$ cat src/rtl/vanilla_wb_pkg.sv
// Shared writeback types, defaults and width helpers for the register-file
// write-port scheduler.
`define DECLARE_REGFILE_WB_REQ_S(data_width_mp, addr_width_mp) \
   typedef struct packed { \
      logic [addr_width_mp-1:0] addr; \
      logic [data_width_mp-1:0] data; \
   } regfile_wb_req_s

package vanilla_wb_pkg;

   localparam int wb_starve_limit_default_gp = 4;
   localparam int wb_starve_cnt_width_gp     = 8;

   // Never returns zero, so a one-entry vector still gets a 1-bit index.
   function automatic int safe_clog2(input int n);
      return (n <= 1) ? 1 : $clog2(n);
   endfunction

endpackage

$ cat src/rtl/bsg_arb_round_robin.sv
// Round-robin arbiter: the pointer names the highest-priority requester and
// moves to winner+1 whenever the grant is consumed.
module bsg_arb_round_robin
   import vanilla_wb_pkg::*;
#(
   parameter int width_p = 2,
   localparam int tag_width_lp = safe_clog2(width_p)
) (
   input  logic                    clk_i,
   input  logic                    reset_i,
   input  logic                    grants_en_i,
   input  logic [width_p-1:0]      reqs_i,
   output logic [width_p-1:0]      grants_o,
   output logic                    v_o,
   output logic [tag_width_lp-1:0] tag_o,
   input  logic                    yumi_i
);

   logic [tag_width_lp-1:0] ptr_r;
   logic [tag_width_lp-1:0] ptr_nxt_s;
   logic [tag_width_lp-1:0] idx_s;
   int                      sum_s;

   // Scan requesters starting at the pointer, wrapping at width_p.
   always_comb begin
      v_o       = 1'b0;
      tag_o     = '0;
      idx_s     = '0;
      sum_s     = 0;
      grants_o  = '0;
      ptr_nxt_s = '0;
      for (int k = 0; k < width_p; k++) begin
         sum_s = int'(ptr_r) + k;
         if (sum_s >= width_p) begin
            sum_s = sum_s - width_p;
         end else begin
            sum_s = sum_s;
         end
         idx_s = tag_width_lp'(sum_s);
         if (!v_o && reqs_i[idx_s]) begin
            v_o   = 1'b1;
            tag_o = idx_s;
         end else begin
            v_o   = v_o;
         end
      end
      if (v_o && grants_en_i) begin
         grants_o[tag_o] = 1'b1;
      end else begin
         grants_o = '0;
      end
      if (int'(tag_o) == width_p - 1) begin
         ptr_nxt_s = '0;
      end else begin
         ptr_nxt_s = tag_o + tag_width_lp'(1);
      end
   end

   // Priority pointer register.
   always_ff @(posedge clk_i) begin
      if (reset_i) begin
         ptr_r <= '0;
      end else if (yumi_i) begin
         ptr_r <= ptr_nxt_s;
      end
   end

endmodule

$ cat src/rtl/regfile_wb_sched_chk.sv
// Protocol properties of the writeback scheduler, bound into the top.
module regfile_wb_sched_chk #(
   parameter int num_req_p = 2
) (
   input logic                 clk_i,
   input logic                 reset_i,
   input logic                 pipe_v_i,
   input logic                 stall_pipe_o,
   input logic [num_req_p-1:0] req_v_i,
   input logic [num_req_p-1:0] req_yumi_o
);

   a_no_pipe_in_stall: assert property (@(posedge clk_i) disable iff (reset_i)
      stall_pipe_o |-> !pipe_v_i);

   a_stall_single: assert property (@(posedge clk_i) disable iff (reset_i)
      stall_pipe_o |=> !stall_pipe_o);

   a_yumi_onehot: assert property (@(posedge clk_i) disable iff (reset_i)
      $onehot0(req_yumi_o));

   a_yumi_needs_v: assert property (@(posedge clk_i) disable iff (reset_i)
      (req_yumi_o & ~req_v_i) == '0);

endmodule

$ cat src/rtl/regfile_wb_sched.sv
// Single regfile write-port scheduler: pipeline has fixed priority, long-latency
// sources share leftover slots round-robin, starvation forces a pipeline bubble.
module regfile_wb_sched
   import vanilla_wb_pkg::*;
#(
   parameter int width_p           = 32,
   parameter int els_p             = 32,
   parameter int num_req_p         = 2,
   parameter int starve_limit_p    = wb_starve_limit_default_gp,
   parameter int x0_tied_to_zero_p = 0,
   localparam int addr_width_lp    = safe_clog2(els_p),
   localparam int tag_width_lp     = safe_clog2(num_req_p)
) (
   input  logic                                   clk_i,
   input  logic                                   reset_i,
   input  logic                                   pipe_v_i,
   input  logic [addr_width_lp-1:0]               pipe_addr_i,
   input  logic [width_p-1:0]                     pipe_data_i,
   input  logic [num_req_p-1:0]                   req_v_i,
   input  logic [num_req_p-1:0][addr_width_lp-1:0] req_addr_i,
   input  logic [num_req_p-1:0][width_p-1:0]      req_data_i,
   output logic [num_req_p-1:0]                   req_yumi_o,
   output logic                                   stall_pipe_o,
   output logic                                   w_v_o,
   output logic [addr_width_lp-1:0]               w_addr_o,
   output logic [width_p-1:0]                     w_data_o
);

   `DECLARE_REGFILE_WB_REQ_S(width_p, addr_width_lp);

   logic [num_req_p-1:0]              grants_s;
   logic                              arb_v_s;
   logic [tag_width_lp-1:0]           grant_tag_s;
   regfile_wb_req_s                   sel_s;
   logic                              src_v_s;
   logic                              drop_s;
   logic [wb_starve_cnt_width_gp-1:0] starve_cnt_r;
   logic [wb_starve_cnt_width_gp-1:0] starve_cnt_inc_s;
   logic                              stall_r;

   // Requesters are only granted when the pipeline leaves the port free.
   bsg_arb_round_robin #(.width_p(num_req_p)) arb (
      .clk_i       (clk_i),
      .reset_i     (reset_i),
      .grants_en_i (~pipe_v_i & ~reset_i),
      .reqs_i      (req_v_i),
      .grants_o    (grants_s),
      .v_o         (arb_v_s),
      .tag_o       (grant_tag_s),
      .yumi_i      (|grants_s)
   );

   // Select the port owner and filter writes aimed at a hardwired x0.
   always_comb begin
      sel_s   = '0;
      src_v_s = 1'b0;
      drop_s  = 1'b0;
      if (pipe_v_i) begin
         sel_s.addr = pipe_addr_i;
         sel_s.data = pipe_data_i;
         src_v_s    = 1'b1;
      end else if (arb_v_s) begin
         sel_s.addr = req_addr_i[grant_tag_s];
         sel_s.data = req_data_i[grant_tag_s];
         src_v_s    = 1'b1;
      end else begin
         sel_s   = '0;
         src_v_s = 1'b0;
      end
      if ((x0_tied_to_zero_p != 0) && (sel_s.addr == '0)) begin
         drop_s = 1'b1;
      end else begin
         drop_s = 1'b0;
      end
   end

   assign starve_cnt_inc_s = starve_cnt_r + 8'd1;

   // Starvation counter and one-shot stall request.
   always_ff @(posedge clk_i) begin
      if (reset_i) begin
         starve_cnt_r <= '0;
         stall_r      <= 1'b0;
      end else if (|grants_s) begin
         starve_cnt_r <= '0;
         stall_r      <= 1'b0;
      end else if (arb_v_s && pipe_v_i) begin
         if (starve_cnt_inc_s == 8'(starve_limit_p)) begin
            starve_cnt_r <= '0;
            stall_r      <= ~stall_r;
         end else begin
            starve_cnt_r <= starve_cnt_inc_s;
            stall_r      <= 1'b0;
         end
      end else begin
         stall_r <= 1'b0;
      end
   end

   assign req_yumi_o   = grants_s;
   assign stall_pipe_o = stall_r;
   assign w_v_o        = src_v_s & ~drop_s & ~reset_i;
   assign w_addr_o     = sel_s.addr;
   assign w_data_o     = sel_s.data;

   regfile_wb_sched_chk #(.num_req_p(num_req_p)) chk (
      .clk_i        (clk_i),
      .reset_i      (reset_i),
      .pipe_v_i     (pipe_v_i),
      .stall_pipe_o (stall_pipe_o),
      .req_v_i      (req_v_i),
      .req_yumi_o   (req_yumi_o)
   );

endmodule

$ cat config.mk
export PLATFORM = sky130hd
export DESIGN_NAME = regfile_wb_sched
export DESIGN_NICKNAME = d
export VERILOG_FILES = /design/src/rtl/vanilla_wb_pkg.sv /design/src/rtl/bsg_arb_round_robin.sv /design/src/rtl/regfile_wb_sched_chk.sv /design/src/rtl/regfile_wb_sched.sv
export SDC_FILE = /design/constraint.sdc
export NUM_CORES = 1
export LEC_CHECK = 0
export ABC_AREA = 1
export CAP_MARGIN = 0
export CELL_PAD_IN_SITES_DETAIL_PLACEMENT = 0
export CELL_PAD_IN_SITES_GLOBAL_PLACEMENT = 1
export CORE_MARGIN = 10
export CORE_UTILIZATION = 19
export CTS_BUF_LIST = sky130_fd_sc_hd__clkbuf_8
export DETAILED_ROUTE_END_ITERATION = 10
export PLACE_DENSITY = 0.91
export SLEW_MARGIN = 20
export SYNTH_ARGS = -nofsm -noshare
export SYNTH_HDL_FRONTEND = slang
export SYNTH_SLANG_ARGS = --single-unit
$ cat constraint.sdc
create_clock -name clk_i -period 2.9 [get_ports clk_i]
set_input_delay 0.87 -clock clk_i [delete_from_list [all_inputs] [get_ports clk_i]]
set_output_delay 0.87 -clock clk_i [all_outputs]
set_load 0.05 [all_outputs]
==> results by group, run 1 <==
Status
  – Status: complete, no violations

Finish
  – Layout fillers: 676
  – Antenna Cells: 0
  – Nets: 556
  – Most frequent cells in the layout: clkdlybuf4s50_1, nor2_1, nand2_1, buf_12, o31ai_4
  – Area occupied by multi-input gates: 1600 um2
  – Share of post-route cells with drive strength above 1: 31.6%
  – Most common cell after layout, fill and taps aside: clkdlybuf4s50_1
  – P&R area growth vs syn: 195%
  – Sequential cell area: 200 um2

Clock tree
  – CTS tree: yes
  – Hold_buf cts: 0
  – Clk slew on worst S/H paths: 50 ps
  – Clock Latency Late Sink: 250 ps
  – Clock root buffer: clkbuf_8
  – Clk sinks: 10
  – CTS buffer count: 3
  – H-tree depth: 1
  – Clock Tree Buf Depth: 2

Timing
  – Final Cycle Share: 99.7%
  – Worst-Margin Slew: 493 ps
  – Hold_ws: 432 ps
  – Slew Viols, Final: 0
  – Setup slack after layout: 7.74 ps
  – Setup Skew: 7.53 ps
  – Fmax: 346 MHz
  – # setup viols final: 0
  – Final hold viol count: 0
  – Fin crit period: 2890 ps
  – Relative slew slack: 67.1%
  – Unrepaired setup endpoints after global routing: true

Worst setup path
  – Crit path capture type: primary output
  – WP data required: 2030 ps
  – CP arrival: 2020 ps
  – Reg-to-reg startpoint: arb.ptr_r
  – Cell Chain, Critical Path: buf_8, nand2_4, buf_6, nand3b_4, nand2_8, buf_4, buf_16, o31ai_4, buf_12
  – R2R Path End: stall_pipe_o
  – Worst setup SP type: input port
  – Crit Path Class: in -> out
  – Crit path max-delay cell type: o31ai_4
  – Crit-path max cell delay: 260 ps
  – Crit Path Max Fanout: 5
  – Reg2Reg Depth: 10
  – Flop2flop setup slack: 1340 ps

Hold path
  – Hold Startpoint: stall_pipe_o
  – Worst Hold Depth: 1
  – Hold Crit Class: reg -> reg
  – Hold Path End: stall_pipe_o

Synthesis
  – Syn Area/Cell: 6.08 um2
  – Syn Inst Count: 256
  – Synthesized area: 1560 um2
  – Sequential share of the synthesized area: 12.9%
  – #FFs+latches synth: 10
  – Number of distinct library cells after synthesis: 28
  – Ys Warns: 0
  – Synth Net Count: 374

GRT
  – All-Layer GR Usage: 13.7%
  – Initial antenna violation count: 0
  – Vias in the first global route: 2609
  – First-pass GRT wire length: 14000 um
  – Pin count of the biggest net entering global routing: 23
  – Grt ovf: 0

Die
  – Rows: 32
  – Die Footprint: 12200 um2
  – DIE WIDTH: 111 um
  – Top Ports: 157
  – Starting Density: 19.9%
  – Core Region: 7850 um2
  – Die H: 111 um

Power and ir drop
  – Internal power: 824 uW
  – Sequential share of power: 11.2%
  – Power per cell area: 303 nW/um2
  – Combinational cell fraction of total power: 75.7%
  – VDD IR-drop max: 139 uV
  – Switching share of power: 40.8%
  – Leak: 1.86 nW
  – Sw power: 568 uW
  – Clk pwr share: 13.0%

Placement
  – Routability cong.: 0.803
  – Placement Setup Slack: -386 ps
  – Post-DP HPWL: 6890 um
  – PortBufs: 156

Drt
  – Via density: 4.56
  – Initial DRC count: 92
  – WL/cell: 16.6 um
  – Via Count: 2459
  – Drt total wl: 8940 um
  – Router iterations before antenna repair: 4
  – ANT nets after route: 0
  – Residual DRC count: 0

Job
  – Max-cap viol count: 0
sequential cells by signal, summed over array words and instances (netlist names):
register,count
starve_cnt_r,8
arb.ptr_r,1
stall_pipe_o,1
critical path: cells and delay by family:
kind | cells | cell delay, ps
buf+inv | 5 | 660
compound gates | 1 | 260
simple gates | 3 | 220
metrics by stage:
step / TNS, ps / cells / total power, mW / cell area (um2) / utilization (%)
2_1_floorplan: -3110 / 256 / 0.611 / 1860 / -
3_3_place_gp: -12060 / 517 / 1.08 / 4040 / 51.5
3_5_place_dp: -12480 / 517 / 1.09 / 4040 / 51.5
4_1_cts: -32.1 / 539 / 1.40 / 4570 / 58.3
5_1_grt: -303 / 539 / 1.45 / 4590 / 58.5
6_report: 0 / 539 / 1.39 / 4590 / 58.5
cell families (layout without fill, tap and decap cells):
logic type	count (synthesis)	in the layout	share of synthesized area, %
fa+ha+maj	2	2	1.61
buf+inv	32	213	12.1
compound gates	51	51	29.4
flops	10	10	12.9
simple gates	161	161	44.0
per-layer routing:
layer | global-route usage, % | vias to the layer above | routed length [um]
li1 | - | 1220 | -
met1 | 14.8 | 1125 | 3460
met2 | 25.0 | 106 | 4640
met3 | 5.08 | 8 | 729
met4 | 2.76 | 0 | 107
met5 | 0 | - | 0
synthesized netlist by cell type, drive strengths merged:
cell     n  area (um2)
inv     16        60.1
nand3    9        45.0
nand2   61         249
a211oi   2        15.0
nor3     2        15.0
o31ai   37         378
nor2    85         332
o21bai   1        7.51
ha       2        25.0
nand3b   1        20.0
buf     13         118
nand4    2        12.5
a21oi    3        15.0
a31oi    2        12.5
clkbuf   3        11.3
nor4     1        12.5
dfxtp   10         200
o21ai    6        30.0
layout make-up:
cell class | count | area share (%)
multi-input combinational | 214 | 34.8
timing repair buffer | 193 | 55.4
tap | 102 | 2.78
sequential | 10 | 4.36
clock buffer | 4 | 1.20
inverter | 16 | 1.47
power groups by stage:
stage,combinational [mW],sequential (mW),clock (mW)
after global placement,0.925,0.158,0
after global routing,1.10,0.158,0.188
after CTS,1.06,0.156,0.183
final,1.05,0.156,0.181
after detailed placement,0.934,0.159,0
after floorplan,0.454,0.157,0
how the worst max path moves through the flow:
stage	to	slack (ps)	from
floorplan	w_addr_o[4]	-420	req_v_i[0]
global placement	w_data_o[3]	-380	req_v_i[0]
detailed placement	w_data_o[4]	-390	req_v_i[0]
CTS	w_data_o[4]	-30	req_v_i[0]
global route	w_data_o[1]	-40	req_v_i[0]
finish	w_data_o[26]	8	req_v_i[0]
repair_timing:
| action | CTS | global route |
|---|---|---|
| setup buffers | 11 | 0 |
| pin swaps | 21 | 12 |
| gates cloned | 7 | 0 |
| setup endpoints to repair | 40 | 24 |
| gates resized for setup | 41 | 3 |
| hold endpoints to repair | 0 | 0 |
No activity file was read; power rests on OpenSTA's default activity.
==> run 2, diff against run 1 <==
--- a/config.mk
+++ b/config.mk
@@ -5,7 +5,7 @@
 export SDC_FILE = /design/constraint.sdc
 export NUM_CORES = 1
 export LEC_CHECK = 0
-export ABC_AREA = 1
+export ABC_AREA = 0
 export CAP_MARGIN = 0
 export CELL_PAD_IN_SITES_DETAIL_PLACEMENT = 0
 export CELL_PAD_IN_SITES_GLOBAL_PLACEMENT = 1
@@ -13,7 +13,7 @@
 export CORE_UTILIZATION = 19
 export CTS_BUF_LIST = sky130_fd_sc_hd__clkbuf_8
 export DETAILED_ROUTE_END_ITERATION = 10
-export PLACE_DENSITY = 0.91
+export PLACE_DENSITY = 0.94
 export SLEW_MARGIN = 20
 export SYNTH_ARGS = -nofsm -noshare
 export SYNTH_HDL_FRONTEND = slang
==> constraint.sdc (replaced) <==
create_clock -name clk_i -period 3.75 [get_ports clk_i]
set_input_delay 1.125 -clock clk_i [delete_from_list [all_inputs] [get_ports clk_i]]
set_output_delay 1.125 -clock clk_i [all_outputs]
set_load 0.05 [all_outputs]
==> results by group, run 2 <==
Synthesis
  – Syn Inst Count: 204 (-20%)
  – Main combinational cell family by area after synthesis: simple AND/OR/NAND/NOR gates
  – Top cell type's share of synthesized area: 26.1% (+6.3 points)
  – Syn Area/Cell: 6.97 um2 (+15%)
  – XOR/XNOR Fraction of Synth Area: 0.616% (+0.62 points)
  – #FFs+latches synth: 10 (unchanged)
  – Synth Area in Adders: 1.76% (+0.15 points)
  – Ys Warns: 0 (unchanged)
  – Largest area contributor in the netlist: mux2i_1
  – Number of distinct library cells after synthesis: 41 (+46%)
  – Synth Net Count: 322 (-14%)
  – Synth Flop Type: dfxtp_1
  – Synthesized area: 1420 um2 (-8.8%)
  – Most frequent cells after synthesis: nand2_1, mux2i_1, o21ai_0
  – Multiplexer area fraction after synthesis: 26.1% (+26 points)
  – FFs w/ async S/R, synth: 0% (unchanged)
  – Sequential share of the synthesized area: 14.1% (+1.2 points)
  – Ranking of synthesized cells by area: mux2i_1, dfxtp_1, nand2_1
  – Synth Area in Compound Gates: 24.6% (-4.7 points)
  – Post-synthesis simple-gate area fraction: 26.4% (-18 points)
  – Post-synth EDFFs: 0 (unchanged)
  – Most common cell in the netlist: nand2_1

Placement
  – PortBufs: 156 (unchanged)
  – DP Area: 3200 um2 (-21%)
  – Post-DP HPWL: 6730 um (-2.3%)
  – Routability cong.: 0.842 (+4.8%)

Timing
  – Fin crit period: 3690 ps
  – Relative slew slack: 54.8% (-12 points)
  – # setup viols final: 0 (unchanged)
  – Fmax: 271 MHz
  – Final hold viol count: 0 (unchanged)
  – Worst-Margin Slew: 673 ps (+181 ps)
  – Final Cycle Share: 98.4%
  – Setup Skew: 1.59 ps (-5.94 ps)
  – Setup_tns: 0 ps (unchanged)
  – Slew Viols, Final: 0 (unchanged)

GRT
  – Grt ovf: 0 (unchanged)
  – Initial antenna violation count: 0 (unchanged)
  – Vias in the first global route: 2303 (-12%)
  – All-Layer GR Usage: 12.8% (-0.93 points)
  – Pin count of the biggest net entering global routing: 38 (+65%)
  – First-pass GRT wire length: 11800 um (-16%)

Drt
  – Drt total wl: 8330 um (-6.8%)
  – Residual DRC count: 0 (unchanged)
  – Router iterations before antenna repair: 4 (unchanged)
  – ANT nets after route: 0 (unchanged)
  – WL/cell: 18.0 um (+8.5%)
  – Via Count: 2139 (-13%)
  – Via density: 4.62 (+1.3%)
  – Initial DRC count: 58 (-37%)

Clock tree
  – Clock Tree Buf Depth: 2 (unchanged)
  – H-tree depth: 1 (unchanged)
  – Clk slew on worst S/H paths: 50 ps (about the same)
  – CTS buffer count: 3 (unchanged)
  – Clk sinks: 10 (unchanged)
  – Clock Latency Late Sink: 240 ps (about the same)
  – Hold_buf cts: 0 (unchanged)
  – CTS tree: yes
  – Clock root buffer: clkbuf_8

Power and ir drop
  – Leak: 1.49 nW (-20%)
  – VDD IR-drop max: 106 uV (-24%)
  – Tot Pwr: 767 uW (-45%)
  – Power per cell area: 218 nW/um2 (-28%)

Worst setup path
  – CP arrival: 2570 ps (+550 ps)
  – Crit path capture type: primary output
  – WP data required: 2620 ps (+590 ps)
  – Worst setup SP type: input port
  – Crit. Startpoint: req_v_i[1]
  – Flop2flop setup slack: 1490 ps (+150 ps)
  – Reg-to-reg startpoint: starve_cnt_r[0]
  – Crit Path Class: in -> out
  – Crit Path Max Fanout: 6 (+1)

Die
  – Die H: 106 um (-3.7%)
  – DIE WIDTH: 106 um (-3.7%)
  – Rows: 31 (-3.1%)
  – Core Region: 7250 um2 (-7.6%)
  – Top Ports: 157 (unchanged)
  – Starting Density: 19.6% (-0.25 points)
  – Die Footprint: 11300 um2 (-7.2%)

Finish
  – Antenna Cells: 0 (unchanged)
  – Most common cell after layout, fill and taps aside: clkdlybuf4s50_1
  – Share of post-route cells with drive strength above 1: 29.1% (-2.5 points)
  – Nets: 483 (-13%)
  – P&R area growth vs syn: 148%
  – Biggest register: starve_cnt_r
  – Layout fillers: 701 (+3.7%)
  – Max FFs per register: 8 (unchanged)
  – Sequential cell area: 200 um2 (unchanged)
  – Fin area: 3530 um2 (-23%)
  – Most frequent cells in the layout: clkdlybuf4s50_1, nand2_1, buf_4, mux2i_1, o21ai_1
  – Area occupied by multi-input gates: 1340 um2 (-16%)

Status
  – Status: complete, no violations

Hold path
  – Hold Startpoint: stall_pipe_o
  – Hold Crit Class: reg -> reg

Job
  – Max-cap viol count: 0 (unchanged)
run 2: changes by cell type after synthesis, sizes merged, moves of 4 or more:
cell and delta:
nor2 -76, nand2 -21, o21ai +36, buf -6, nor3 +4, mux2i +37, inv -14, o31ai -37
a21oi +5, a21o +4, clkbuf +7, nand3 -7
run 2: where the power goes:
part	switching (mW)	leakage, nW	internal, mW
logic	0.267	1.38	0.251
registers	0.00330	0.0810	0.108
clock network	0.0456	0.0288	0.0926
total	0.316	1.49	0.452
run 2: metrics by stage:
step	std cells	hold slack, ps	util (%)	worst slack [ps]
6_report	463	468	48.6	58.7
5_1_grt	463	485	48.6	-1.84
4_1_cts	458	470	45.0	-15.7
3_5_place_dp	454	463	44.2	-6.81
3_3_place_gp	454	458	44.2	17.1
2_1_floorplan	204	495	-	-178
run 2: path summary, 6_finish.rpt:
kind                   end  cells after the start
max          req_yumi_o[1]                      6
min           stall_pipe_o                      1
max reg2reg   stall_pipe_o                      6
min reg2reg   stall_pipe_o                      1
run 2: what timing repair did:
item,4_1_cts,5_1_grt
gates cloned,0,4
gates resized for setup,1,31
setup endpoints to repair,4,31
setup buffers,0,1
pin swaps,0,2
run 2: per-layer routing:
| metal | GRT usage (%) | vias to the layer above | wire, um |
|---|---|---|---|
| met5 | 0 | - | 0 |
| met4 | 4.06 | 0 | 161 |
| met3 | 5.86 | 13 | 801 |
| met2 | 25.5 | 100 | 4820 |
| met1 | 11.0 | 964 | 2540 |
| li1 | - | 1062 | - |
run 2: area by class of cell:
class / instances / area share, %
Multi-Input combinational cell: 175 / 38.1
Inverter: 2 / 0.213
Sequential cell: 10 / 5.68
Tap cell: 99 / 3.51
Clock buffer: 4 / 1.56
Timing Repair Buffer: 173 / 51.0
run 2: kinds of logic after synthesis:
group | count (synthesis)
muxes | 37
and+or+nand+nor | 73
adders and majority gates | 2
xor gates and xnor gates | 1
AOI/OAI and AO/OA | 62
buffers and inverters | 19
DFF | 10
run 2: worst max-delay path, cell delays in order:
cell             delay (ps)
clkdlybuf4s50_1         520
o21ai_4                  80
buf_12                  150
clkbuf_16               160
nor4_2                  330
buf_12                  190
